[src/rtl/spike_enc_pkg.sv]
// Shared types and packet field layout for the spike packet encoder and the router.
package spike_enc_pkg;

    typedef enum logic [1:0] {
        IDLE = 2'd0,
        SCAN = 2'd1,
        EOT  = 2'd2
    } enc_state_e;

    // Plain-vector copies of the state codes for modules that keep state in logic.
    localparam logic [1:0] ST_IDLE = IDLE;
    localparam logic [1:0] ST_SCAN = SCAN;
    localparam logic [1:0] ST_EOT  = EOT;

    localparam logic PKT_TYPE_SPIKE = 1'b0;
    localparam logic PKT_TYPE_EOT   = 1'b1;

    localparam int PKT_PAYLOAD_LSB = 0;

    function automatic int pkt_type_pos(input int pkt_w);
        return pkt_w - 1;
    endfunction

    function automatic int pkt_ts_msb(input int pkt_w);
        return pkt_w - 2;
    endfunction

endpackage

[src/rtl/lsb_priority_enc.sv]
// Combinational lowest-set-bit priority encoder; found_o is low for an all-zero input.
module lsb_priority_enc #(
    parameter int N     = 256,
    parameter int IDX_W = $clog2(N)
) (
    input  logic [N-1:0]     vec_i,
    output logic [IDX_W-1:0] idx_o,
    output logic             found_o
);

    // Scan from the top down so the lowest set bit is the last assignment to stick.
    always_comb begin
        idx_o   = '0;
        found_o = 1'b0;
        for (int i = N - 1; i >= 0; i--) begin
            if (vec_i[i]) begin
                idx_o   = IDX_W'(i);
                found_o = 1'b1;
            end
        end
    end

endmodule

[src/rtl/spike_packet_encoder.sv]
// Serialises a per-timestep spike vector into one packet per fired neuron, lowest index first.
// Define SPIKE_ENC_EOT_EN to append an end-of-timestep packet carrying the spike count.
module spike_packet_encoder
    import spike_enc_pkg::*;
#(
    parameter int N_NEURONS = 256,
    parameter int IDX_W     = $clog2(N_NEURONS),
    parameter int TS_W      = 8,
    parameter int PKT_W     = 1 + TS_W + IDX_W + 1
) (
    input  logic                 clk,
    input  logic                 rst,
    input  logic [N_NEURONS-1:0] spike_vec_i,
    input  logic                 spike_valid_i,
    output logic                 spike_ready_o,
    output logic [PKT_W-1:0]     pkt_o,
    output logic                 pkt_valid_o,
    input  logic                 pkt_ready_i,
    output logic                 busy_o,
    output logic [TS_W-1:0]      timestep_o
);

    localparam int TYPE_POS = pkt_type_pos(PKT_W);
    localparam int TS_MSB   = pkt_ts_msb(PKT_W);
    localparam logic [N_NEURONS-1:0] MASK_ONE = 1;
    localparam logic [TS_W-1:0]      TS_ONE   = 1;

    logic [1:0]           state_q, state_d;
    logic [N_NEURONS-1:0] mask_q, mask_d;
    logic [TS_W-1:0]      ts_q, ts_d;
    logic [IDX_W-1:0]     idx;
    logic                 found;
    logic [N_NEURONS-1:0] mask_rest;

`ifdef SPIKE_ENC_EOT_EN
    localparam logic [IDX_W:0] CNT_ONE = 1;
    logic [IDX_W:0] count_q, count_d;
`endif

    lsb_priority_enc #(
        .N     (N_NEURONS),
        .IDX_W (IDX_W)
    ) u_lsb_enc (
        .vec_i   (mask_q),
        .idx_o   (idx),
        .found_o (found)
    );

    // Clearing the lowest set bit is the same bit the encoder reports as idx.
    assign mask_rest = mask_q & (mask_q - MASK_ONE);

    always_comb begin
        state_d = state_q;
        mask_d  = mask_q;
        ts_d    = ts_q;
`ifdef SPIKE_ENC_EOT_EN
        count_d = count_q;
`endif
        case (state_q)
            ST_IDLE: begin
                if (spike_valid_i) begin
                    mask_d = spike_vec_i;
`ifdef SPIKE_ENC_EOT_EN
                    count_d = '0;
                    state_d = (|spike_vec_i) ? ST_SCAN : ST_EOT;
`else
                    if (|spike_vec_i) state_d = ST_SCAN;
                    else              ts_d    = ts_q + TS_ONE;
`endif
                end
            end
            ST_SCAN: begin
                if (pkt_ready_i && found) begin
                    mask_d = mask_rest;
`ifdef SPIKE_ENC_EOT_EN
                    count_d = count_q + CNT_ONE;
                    if (mask_rest == '0) state_d = ST_EOT;
`else
                    if (mask_rest == '0) begin
                        state_d = ST_IDLE;
                        ts_d    = ts_q + TS_ONE;
                    end
`endif
                end
            end
`ifdef SPIKE_ENC_EOT_EN
            ST_EOT: begin
                if (pkt_ready_i) begin
                    state_d = ST_IDLE;
                    ts_d    = ts_q + TS_ONE;
                end
            end
`endif
            default: state_d = ST_IDLE;
        endcase
    end

    always_comb begin
        pkt_o       = '0;
        pkt_valid_o = 1'b0;
        case (state_q)
            ST_SCAN: begin
                pkt_valid_o                      = found;
                pkt_o[TYPE_POS]                  = PKT_TYPE_SPIKE;
                pkt_o[TS_MSB -: TS_W]            = ts_q;
                pkt_o[PKT_PAYLOAD_LSB +: IDX_W+1] = {1'b0, idx};
            end
`ifdef SPIKE_ENC_EOT_EN
            ST_EOT: begin
                pkt_valid_o                      = 1'b1;
                pkt_o[TYPE_POS]                  = PKT_TYPE_EOT;
                pkt_o[TS_MSB -: TS_W]            = ts_q;
                pkt_o[PKT_PAYLOAD_LSB +: IDX_W+1] = count_q;
            end
`endif
            default: ;
        endcase
    end

    always_ff @(posedge clk) begin
        if (rst) begin
            state_q <= ST_IDLE;
            mask_q  <= '0;
            ts_q    <= '0;
`ifdef SPIKE_ENC_EOT_EN
            count_q <= '0;
`endif
        end else begin
            state_q <= state_d;
            mask_q  <= mask_d;
            ts_q    <= ts_d;
`ifdef SPIKE_ENC_EOT_EN
            count_q <= count_d;
`endif
        end
    end

    assign spike_ready_o = (state_q == ST_IDLE);
    assign busy_o        = (state_q != ST_IDLE);
    assign timestep_o    = ts_q;

endmodule
[config.mk]
export PLATFORM = sky130hd
export DESIGN_NAME = spike_packet_encoder
export DESIGN_NICKNAME = d
export VERILOG_FILES = /design/src/rtl/spike_enc_pkg.sv /design/src/rtl/lsb_priority_enc.sv /design/src/rtl/spike_packet_encoder.sv
export SDC_FILE = /design/constraint.sdc
export NUM_CORES = 1
export LEC_CHECK = 0
export CORE_MARGIN = 5
export CORE_UTILIZATION = 46
export CTS_CLUSTER_DIAMETER = 60
export DETAILED_ROUTE_END_ITERATION = 6
export PLACE_DENSITY = 0.78
export SLEW_MARGIN = 20
export SYNTH_ARGS = -nofsm -noshare
export SYNTH_HDL_FRONTEND = slang
export SYNTH_SLANG_ARGS = --single-unit
[constraint.sdc]
create_clock -name clk -period 9.1 [get_ports clk]
set_clock_uncertainty 0.15 [all_clocks]
set_input_delay 0.91 -clock clk [delete_from_list [all_inputs] [get_ports clk]]
set_output_delay 0.91 -clock clk [all_outputs]
set_load 0.05 [all_outputs]
# [After elaboration in Yosys (flattened, before gate mapping)]
# Cells that the tools add are included.
[classes] eq_ne=6 n_reduce_logical=9 add_sub_neg=2 muxes=527 n_div=0 order_cmp=0 n_shift=0 mul=0 bitwise=1
[ops] op="8-bit two-way mux" n=260
[ops] op="256-bit two-way mux" n=2
[ops] op="256-bit one-hot mux with 2 select lines" n=1
[ops] op="1-bit two-way mux" n=257
[ops] op="256-bit AND" n=1
[ops] op="256-bit zero test" n=1
[ops] op="256-bit OR reduction" n=1
[ops] op="256-bit by 1-bit subtractor with 256-bit output, second input constant" n=1
[ops] op="17-bit two-way mux" n=1
[ops] op="8-bit one-hot mux with 2 select lines" n=1
[ops] op="8-bit by 1-bit adder with 8-bit output, second input constant" n=1
[ops] op="2-bit two-way mux" n=4
[ops] op="2-bit inequality test, second input constant" n=4
[ops] op="5-bit AND reduction" n=1
[ops] op="2-bit one-hot mux with 2 select lines" n=1
[ops] op="4-bit AND reduction" n=1
[ops] op="2-bit nonzero test" n=2
[ops] op="3-bit AND reduction" n=1
[ops] op="2-bit by 1-bit == test with 1-bit output, second input constant" n=1
[ops] op="2-bit zero test" n=1
[ops] op="2-bit by 1-bit inequality test with 1-bit output, second input constant" n=1
[ops] op="1-bit logical AND" n=1
[totals] romBits=0 latch_bits=0 memories=0 wordCells=548 mem_bits_rw=0 reg_bits=266 out_inout_bits=29 inputBits=260

# [Logic depth before layout (Yosys ltp)]
# Gate-level depths: netlist of run 1.
[depth] ltp_word=259 depth_mapped=17

# [Modules after synthesis]
# A second synthesis of run 1 with hierarchy kept.
[hier_totals] hier_cells=3084 hier_area_um2=21217.8
[by_module_without_submodules] mod="spike_packet_encoder" seq_area_each_um2=5305.1 instances=1 area_each_um2=17734.5 cells_per_inst=2478
[by_module_without_submodules] mod="lsb_priority_enc" seq_area_each_um2=0.0 instances=1 area_each_um2=3483.3 cells_per_inst=606

# [Worst setup path after synthesis of run 1]
# Ideal clock, no wire load.
[synth_path] path_kind="flip-flop to flip-flop" startpoint="register mask_q[25]" endpoint="register ts_q[5] (netlist: timestep_o[5])" slack_ns=4.481 stages_incl_launch_ff=15 arrival_time_ns=4.400 path_buffers=2 cell_sequence="dfxtp_1 buf_6 or4_4 or4_4 or4b_4 o41a_1 a2111oi_2 nand4_1 nor4_2 nand3_1 nor4_4 a21oi_2 buf_6 or4_1 a21oi_1"
[synth_via] elab_chain_len=29
[synth_lines] element="start: declaration" line="spike_packet_encoder.sv:29" source="logic [N_NEURONS-1:0] mask_q, mask_d;"
[synth_lines] element="start signal: assignment" line="spike_packet_encoder.sv:130" source="mask_q <= mask_d;"
[synth_lines] element="1-bit two-way mux (26 in a row)" line="lsb_priority_enc.sv:16" source="if (vec_i[i]) begin"
[synth_lines] element="1-bit logical AND" line="spike_packet_encoder.sv:73" source="if (pkt_ready_i && found) begin"
[synth_lines] element="2-bit inequality test (no line)"
[synth_lines] element="5-bit AND reduction (no line) *"
[synth_lines] element="end signal: assignment" line="spike_packet_encoder.sv:131" source="ts_q <= ts_d;"
[synth_lines] element="end: declaration" line="spike_packet_encoder.sv:30" source="logic [TS_W-1:0] ts_q, ts_d;"
# Every way passes the cells marked *; elsewhere a longest branch is shown, timed or not.
# A chain may end at the register's enable or synchronous reset.

# [Worst setup path in the final report of run 1]
[layout_path] startpoint="register mask_q[10]" endpoint="register ts_q[4] (netlist: timestep_o[4])"
[layout_via] elab_chain_len=14
[layout_lines] element="parallel branches: the longest is 13 deep, another holds 256-bit by 1-bit subtractor with 256-bit output"
[layout_lines] element="5-bit AND reduction (no line) *"
# Mark *: on every way between the ends.

==> results of run 1 <==
critical path, delay by kind of cell (launching register included):
| family | cells | cell delay, ps |
|---|---|---|
| simple gates | 8 | 4570 |
| compound gates | 4 | 1660 |
| flops | 1 | 400 |
power by group:
part | switching, mW | total [mW] | internal, mW
clock network | 0.599 | 1.47 | 0.869
logic | 0.847 | 1.34 | 0.491
registers | 0.239 | 1.49 | 1.25
total | 1.69 | 4.29 | 2.61
worst min path at each step:
stage	end	slack (ps)	cells after the start
floorplan	mask_q[106]$_SDFFE_PP0P_	330	2
detailed placement	mask_q[209]$_SDFFE_PP0P_	380	2
global route	timestep_o[6]$_SDFFE_PP0P_	430	2
global placement	mask_q[209]$_SDFFE_PP0P_	370	2
finish	timestep_o[5]$_SDFFE_PP0P_	400	2
CTS	mask_q[209]$_SDFFE_PP0P_	390	2
through the flow:
step	setup slack, ps	power (mW)	utilization
after floorplan	4480	2.19	-
after global placement	2650	2.78	0.521
after detailed placement	2640	2.76	0.521
after CTS	2620	4.22	0.546
after global routing	2260	4.41	0.546
final	2220	4.29	0.546
state kept, by name, indices dropped and copies added, names as in the netlist:
name and count:
mask_q 256, timestep_o 8, state_q 1
layout by cell type, fill, tap and decap left out, types with 11 or more instances in the layout:
| master | count |
|---|---|
| nor2_1 | 396 |
| clkdlybuf4s50_1 | 284 |
| dfxtp_1 | 264 |
| nand2_1 | 241 |
| o21ai_0 | 231 |
| a211oi_1 | 224 |
| nor4_1 | 198 |
| a21oi_1 | 120 |
| nor2b_1 | 98 |
| nand4_1 | 89 |
| nand3_1 | 81 |
| nor3_1 | 77 |
| o31ai_1 | 73 |
| or4_1 | 70 |
| a31oi_1 | 70 |
| mux2i_1 | 70 |
| inv_1 | 67 |
| or3_1 | 45 |
| buf_4 | 45 |
| clkbuf_16 | 37 |
| o41ai_1 | 33 |
| or2_2 | 32 |
| a22oi_1 | 31 |
| o211a_1 | 30 |
| a2111oi_0 | 24 |
| a221oi_1 | 17 |
| and2_1 | 16 |
| and4_1 | 16 |
| o211ai_1 | 13 |
| o2111ai_1 | 13 |
| and3_1 | 11 |
| nand2b_1 | 11 |
routing by layer:
layer,vias to the layer above,part of all wire
met3,579,0.13
met1,13400,0.37
met5,-,0.00024
met4,6,0.087
li1,12300,-
met2,2264,0.42
cell type report:
class / count / area (um^2) / share of cell area
Multi-Input combinational cell: 2518 / 15300 / 0.588
Sequential cell: 265 / 5310 / 0.204
Timing Repair Buffer: 331 / 3210 / 0.123
Clock buffer: 49 / 1050 / 0.0403
Tap cell: 615 / 769 / 0.0295
Inverter: 68 / 255 / 0.00978
Clock inverter: 13 / 143 / 0.00547
Antenna cell: 5 / 12.5 / 0.000480
cells by family (layout without fill, tap and decap cells):
group	count (synthesis)	count (layout)
other	1	7
buffers and inverters	367	461
AO/OA/AOI/OAI	989	989
flip-flops	265	265
AND/OR/NAND/NOR	1447	1447
adder cells (fa/ha/maj)	2	2
multiplexers	78	78
==> results.yml, run 1 <==
critical_path:
  cp.arrival_ps: 7210
  r2r_end: "timestep_o[4]$_SDFFE_PP0P_"
  path_class: "register to register"
  cp_max_fo: 16
  critPathLaunch: "mask_q[10]$_SDFFE_PP0P_"
  slowest_stage: "nand3_1"
  timing.critical_path.cells: "or4_1 -> or4_1 -> nor2_1 -> nand3_1 -> or2_2 -> o31ai_1 -> nand4_1 -> a2111oi_0 -> and4_4 -> a21oi_2 -> or4_1 -> a21oi_1"
  reg2reg_slack_ps: 2220
  r2r-start: "mask_q[10]$_SDFFE_PP0P_"
  cp.required_ps: 9430
  crit_path_frequent_cell: "or4_1"
  start_kind: "register"
  crit_path_end: "timestep_o[4]$_SDFFE_PP0P_"
  reg2reg_depth: 12
  critPathMaxStageDelay_ps: 930
  cp-end-kind: "register"
floorplanning:
  row_count: 80
  die_x_um: 230
  io_pins: 289
  dieArea_um2: 52700
  initial_core_util: 0.464
  coreArea_um2: 47700
  die_y_um: 230
synthesis:
  yosys_register_bits: 265
  yosysMostFrequentCell: "nor2_1"
  synth_common_cells: "nor2_1, dfxtp_1, nand2_1"
  yosys.cell_types.count: 98
  synth-adder-area-share: 0.00102
  synth_ff_type: "dfxtp_1"
  synth_area_um2: 22200
  synthTopCellsByArea: "dfxtp_1, a211oi_1, nor2_1, nor4_1, o21ai_0"
  synth_compound_area_frac: 0.307
  yosys.area.top_type_share: 0.239
  synth_top_cell_by_area: "dfxtp_1"
  synth_edf_count: 0
  async_flop_share: 0
  avgSynthCellArea_um2: 7.04
  synthMuxAreaShare: 0.0357
  seq_area_frac_synth: 0.239
  syn_inst: 3149
  synth_xor_area_frac: 0
  synth_warnings: 0
  synth_top_family_by_area: "simple AND/OR/NAND/NOR gates"
  synth_simple_gate_area_share: 0.345
clock_network:
  cts_hold_buf: 0
  cts_resized: 0
  tritoncts: "done"
  clockRootBuffer: "clkbuf_16"
  postCtsSetupBuffers: 0
  cts_buffer_depth: 3
  cts_max_level: 2
  clkSinkCount: 265
  clk_pin_slew_worst_paths_ps: 60
  cts_made_buffers: 37
  clk_latency_ps: 570
cells_and_area:
  syn2layout_area_growth_pct: 17.7
  drive_gt1_frac: 0.0623
  fin_nets: 3482
  nFillCells: 4739
  final_cells: 3864
  final_area_um2: 26100
placed_design:
  gp_congestion: 1.13
  port_buffers: 286
  dp_hpwl_mm: 98.4
  placed_area_um2: 24900
  dp.cells: 3797
sta:
  hold_viol: 0
  finalSetupTns_ps: 0
  timing.final.crit_period_ps: 6880
  min_period_over_period: 0.756
  tightest_slew_ps: 1180
  clock.fmax_ghz: 0.145
  whs_ps: 401
  slew_headroom: 0.212
  rsz0062_at_grt: "no"
  setup_viol: 0
  finalMaxSlewViolations: 0
worst_hold_path:
  worstHoldStart: "timestep_o[5]$_SDFFE_PP0P_"
  hp-class: "register to register"
power_and_ir_drop:
  p_per_area_nw_per_um2: 164
  ir_worst_vdd_mv: 0.130
  leakagePower_nw: 8.71
route:
  antenna_left: 0
  firstDrtPassIters: 6
  drc: 0
  drt-initial-drc-count: 4246
  post_drt_wl_per_cell_um: 33.0
  via_count: 28500
  vias_per_cell: 7.38
  wl_mm: 128
grt:
  grt.busiest_layer: "met2"
  use_met1: 0.559
  grt_pass1_wl_mm: 183
  antenna_found_initial: 9
  grtUsageMet3: 0.135
  use_met2: 0.685
  grt_max_degree: 152
  grt_pass1_vias: 26400
  grt.overflow.total: 0
  groute.usage.overall: 0.454
flow_run:
  cap_violations: 0
status:
  outcome: "finished, final reports clean"
Power figures use the tool's default switching activity.
==> inputs of run 2 (changes only) <==
- clock period: 9.1 -> 6.5 ns (I/O delays scaled with it)
==> run 2 against run 1 <==
The flow now finishes with violations (design-rule violations). Total power up 46%. Setup slack worse by 1900 ps. Sequential share of layout area fell by 0.45 points. Die area unchanged. First-iteration DRC count up 9.6%. Register-to-register slack worse by 1900 ps. Flip-flop and latch count unchanged. Final cell count is 1.6% higher. Critical path depth rose by 1. Critical path type unchanged. Largest power group is now clock.
==> results.yml, run 2 (synthesis results as in run 1) <==
power_and_ir_drop:
  p_per_area_nw_per_um2: 235
  ir_worst_vdd_mv: 0.206
  leakagePower_nw: 9.08
  total_power_mw: 6.28
critical_path:
  cp_max_fo: 10
  cp.required_ps: 6850
  start_kind: "register"
  r2r_end: "timestep_o[5]$_SDFFE_PP0P_"
  reg2reg_slack_ps: 290
  cp-end-kind: "register"
  cp.arrival_ps: 6560
  path_class: "register to register"
  r2r-start: "mask_q[110]$_SDFFE_PP0P_"
  reg2reg_depth: 13
route:
  wl_mm: 128
  via_count: 28800
  drc: 2
  antenna_left: 0
  drt-initial-drc-count: 4652
  firstDrtPassIters: 7
  post_drt_wl_per_cell_um: 32.7
  vias_per_cell: 7.33
sta:
  whs_ps: 388
  tightest_slew_ps: 1220
  finalMaxSlewViolations: 0
  hold_viol: 0
  setup_viol: 0
  clock.fmax_ghz: 0.161
  min_period_over_period: 0.956
  slew_headroom: 0.180
  rsz0062_at_grt: "no"
  finalSetupTns_ps: 0
  timing.final.crit_period_ps: 6210
status:
  outcome: "complete, but fails checks"
  violations: "design-rule violations"
floorplanning:
  initial_core_util: 0.464
  die_x_um: 230
  row_count: 80
  coreArea_um2: 47700
  die_y_um: 230
  dieArea_um2: 52700
  io_pins: 289
clock_network:
  cts_max_level: 2
  clk_latency_ps: 580
  cts_made_buffers: 39
  postCtsSetupBuffers: 0
  cts_buffer_depth: 3
  clkSinkCount: 265
  clockRootBuffer: "clkbuf_16"
  tritoncts: "done"
  cts_hold_buf: 0
  cts_resized: 0
  clk_pin_slew_worst_paths_ps: 60
grt:
  antenna_found_initial: 4
  grt.overflow.total: 0
  grt_pass1_vias: 26700
  grt_pass1_wl_mm: 185
  grt_max_degree: 171
  groute.usage.overall: 0.458
cells_and_area:
  drive_gt1_frac: 0.0795
  final_common_cell: "nor2_1"
  final_cells: 3926
  fin_nets: 3543
  final_cell_mix: "nor2_1, clkdlybuf4s50_1, dfxtp_1"
  largest_register_ff_count: 256
  nFillCells: 4689
  syn2layout_area_growth_pct: 20.3
  final_area_um2: 26700
  regMostFlops: "mask_q"
worst_hold_path:
  worstHoldStart: "timestep_o[1]$_SDFFE_PP0P_"
  hold_end: "timestep_o[1]$_SDFFE_PP0P_"
  hp-class: "register to register"
  worstHoldPathCells: 2
placed_design:
  placed_area_um2: 25300
  dp.cells: 3856
  dp_hpwl_mm: 98.9
  port_buffers: 286
  gp_congestion: 1.14
flow_run:
  cap_violations: 0
[run 2: stage by stage]
stage | setup WS, ps | utilization
2_1_floorplan | 1880 | -
3_3_place_gp | 621 | 0.531
3_5_place_dp | 669 | 0.531
4_1_cts | 644 | 0.559
5_1_grt | 244 | 0.559
6_report | 286 | 0.559
[run 2: layout make-up]
type | instances | area (um^2) | share of cell area
diodes | 2 | 5.00 | 0.000188
well taps | 615 | 769 | 0.0288
clock inverters | 15 | 210 | 0.00788
flip-flops and latches | 265 | 5310 | 0.199
inverters | 68 | 255 | 0.00957
repair buffers | 390 | 3680 | 0.138
clock buffers | 53 | 1120 | 0.0420
multi-input cells | 2518 | 15300 | 0.575
[run 2: power by group]
part | switching, mW | internal [mW]
Sequential | 0.321 | 1.74
Combinational | 1.22 | 0.724
Clock | 0.890 | 1.38
[run 2: how the worst max path moves through the flow]
stage                             startpoint                         end  slack (ps)  cells after the start
CTS                 mask_q[244]$_SDFFE_PP0P_                    pkt_o[3]         640                     14
global placement    mask_q[109]$_SDFFE_PP0P_  timestep_o[4]$_SDFFE_PP0P_         620                     14
global route        mask_q[110]$_SDFFE_PP0P_  timestep_o[5]$_SDFFE_PP0P_         240                     13
detailed placement  mask_q[109]$_SDFFE_PP0P_  timestep_o[4]$_SDFFE_PP0P_         670                     14
floorplan            mask_q[25]$_SDFFE_PP0P_  timestep_o[5]$_SDFFE_PP0P_        1880                     14
finish              mask_q[110]$_SDFFE_PP0P_  timestep_o[5]$_SDFFE_PP0P_         290                     13
[run 2: worst max-delay path, stage by stage (launching register included)]
cell and delay [ps]:
dfxtp_1 460, nor4_1 940, and4_1 510, and4_1 480
nand3_1 420, o41ai_1 990, o2111ai_1 510, nor3_1 290
nand4_1 190, nor4_4 270, buf_4 170, a21oi_2 110
or4_1 490, a21oi_1 150
[run 2: metal layers]
metal,GRT usage,share of wire,vias to the layer above,wire length [um]
met5,0,0.00013,-,17
met4,0.303,0.085,2,10900
met3,0.125,0.12,531,15200
met2,0.698,0.43,2282,54600
met1,0.566,0.37,13600,47700
li1,-,-,12400,-
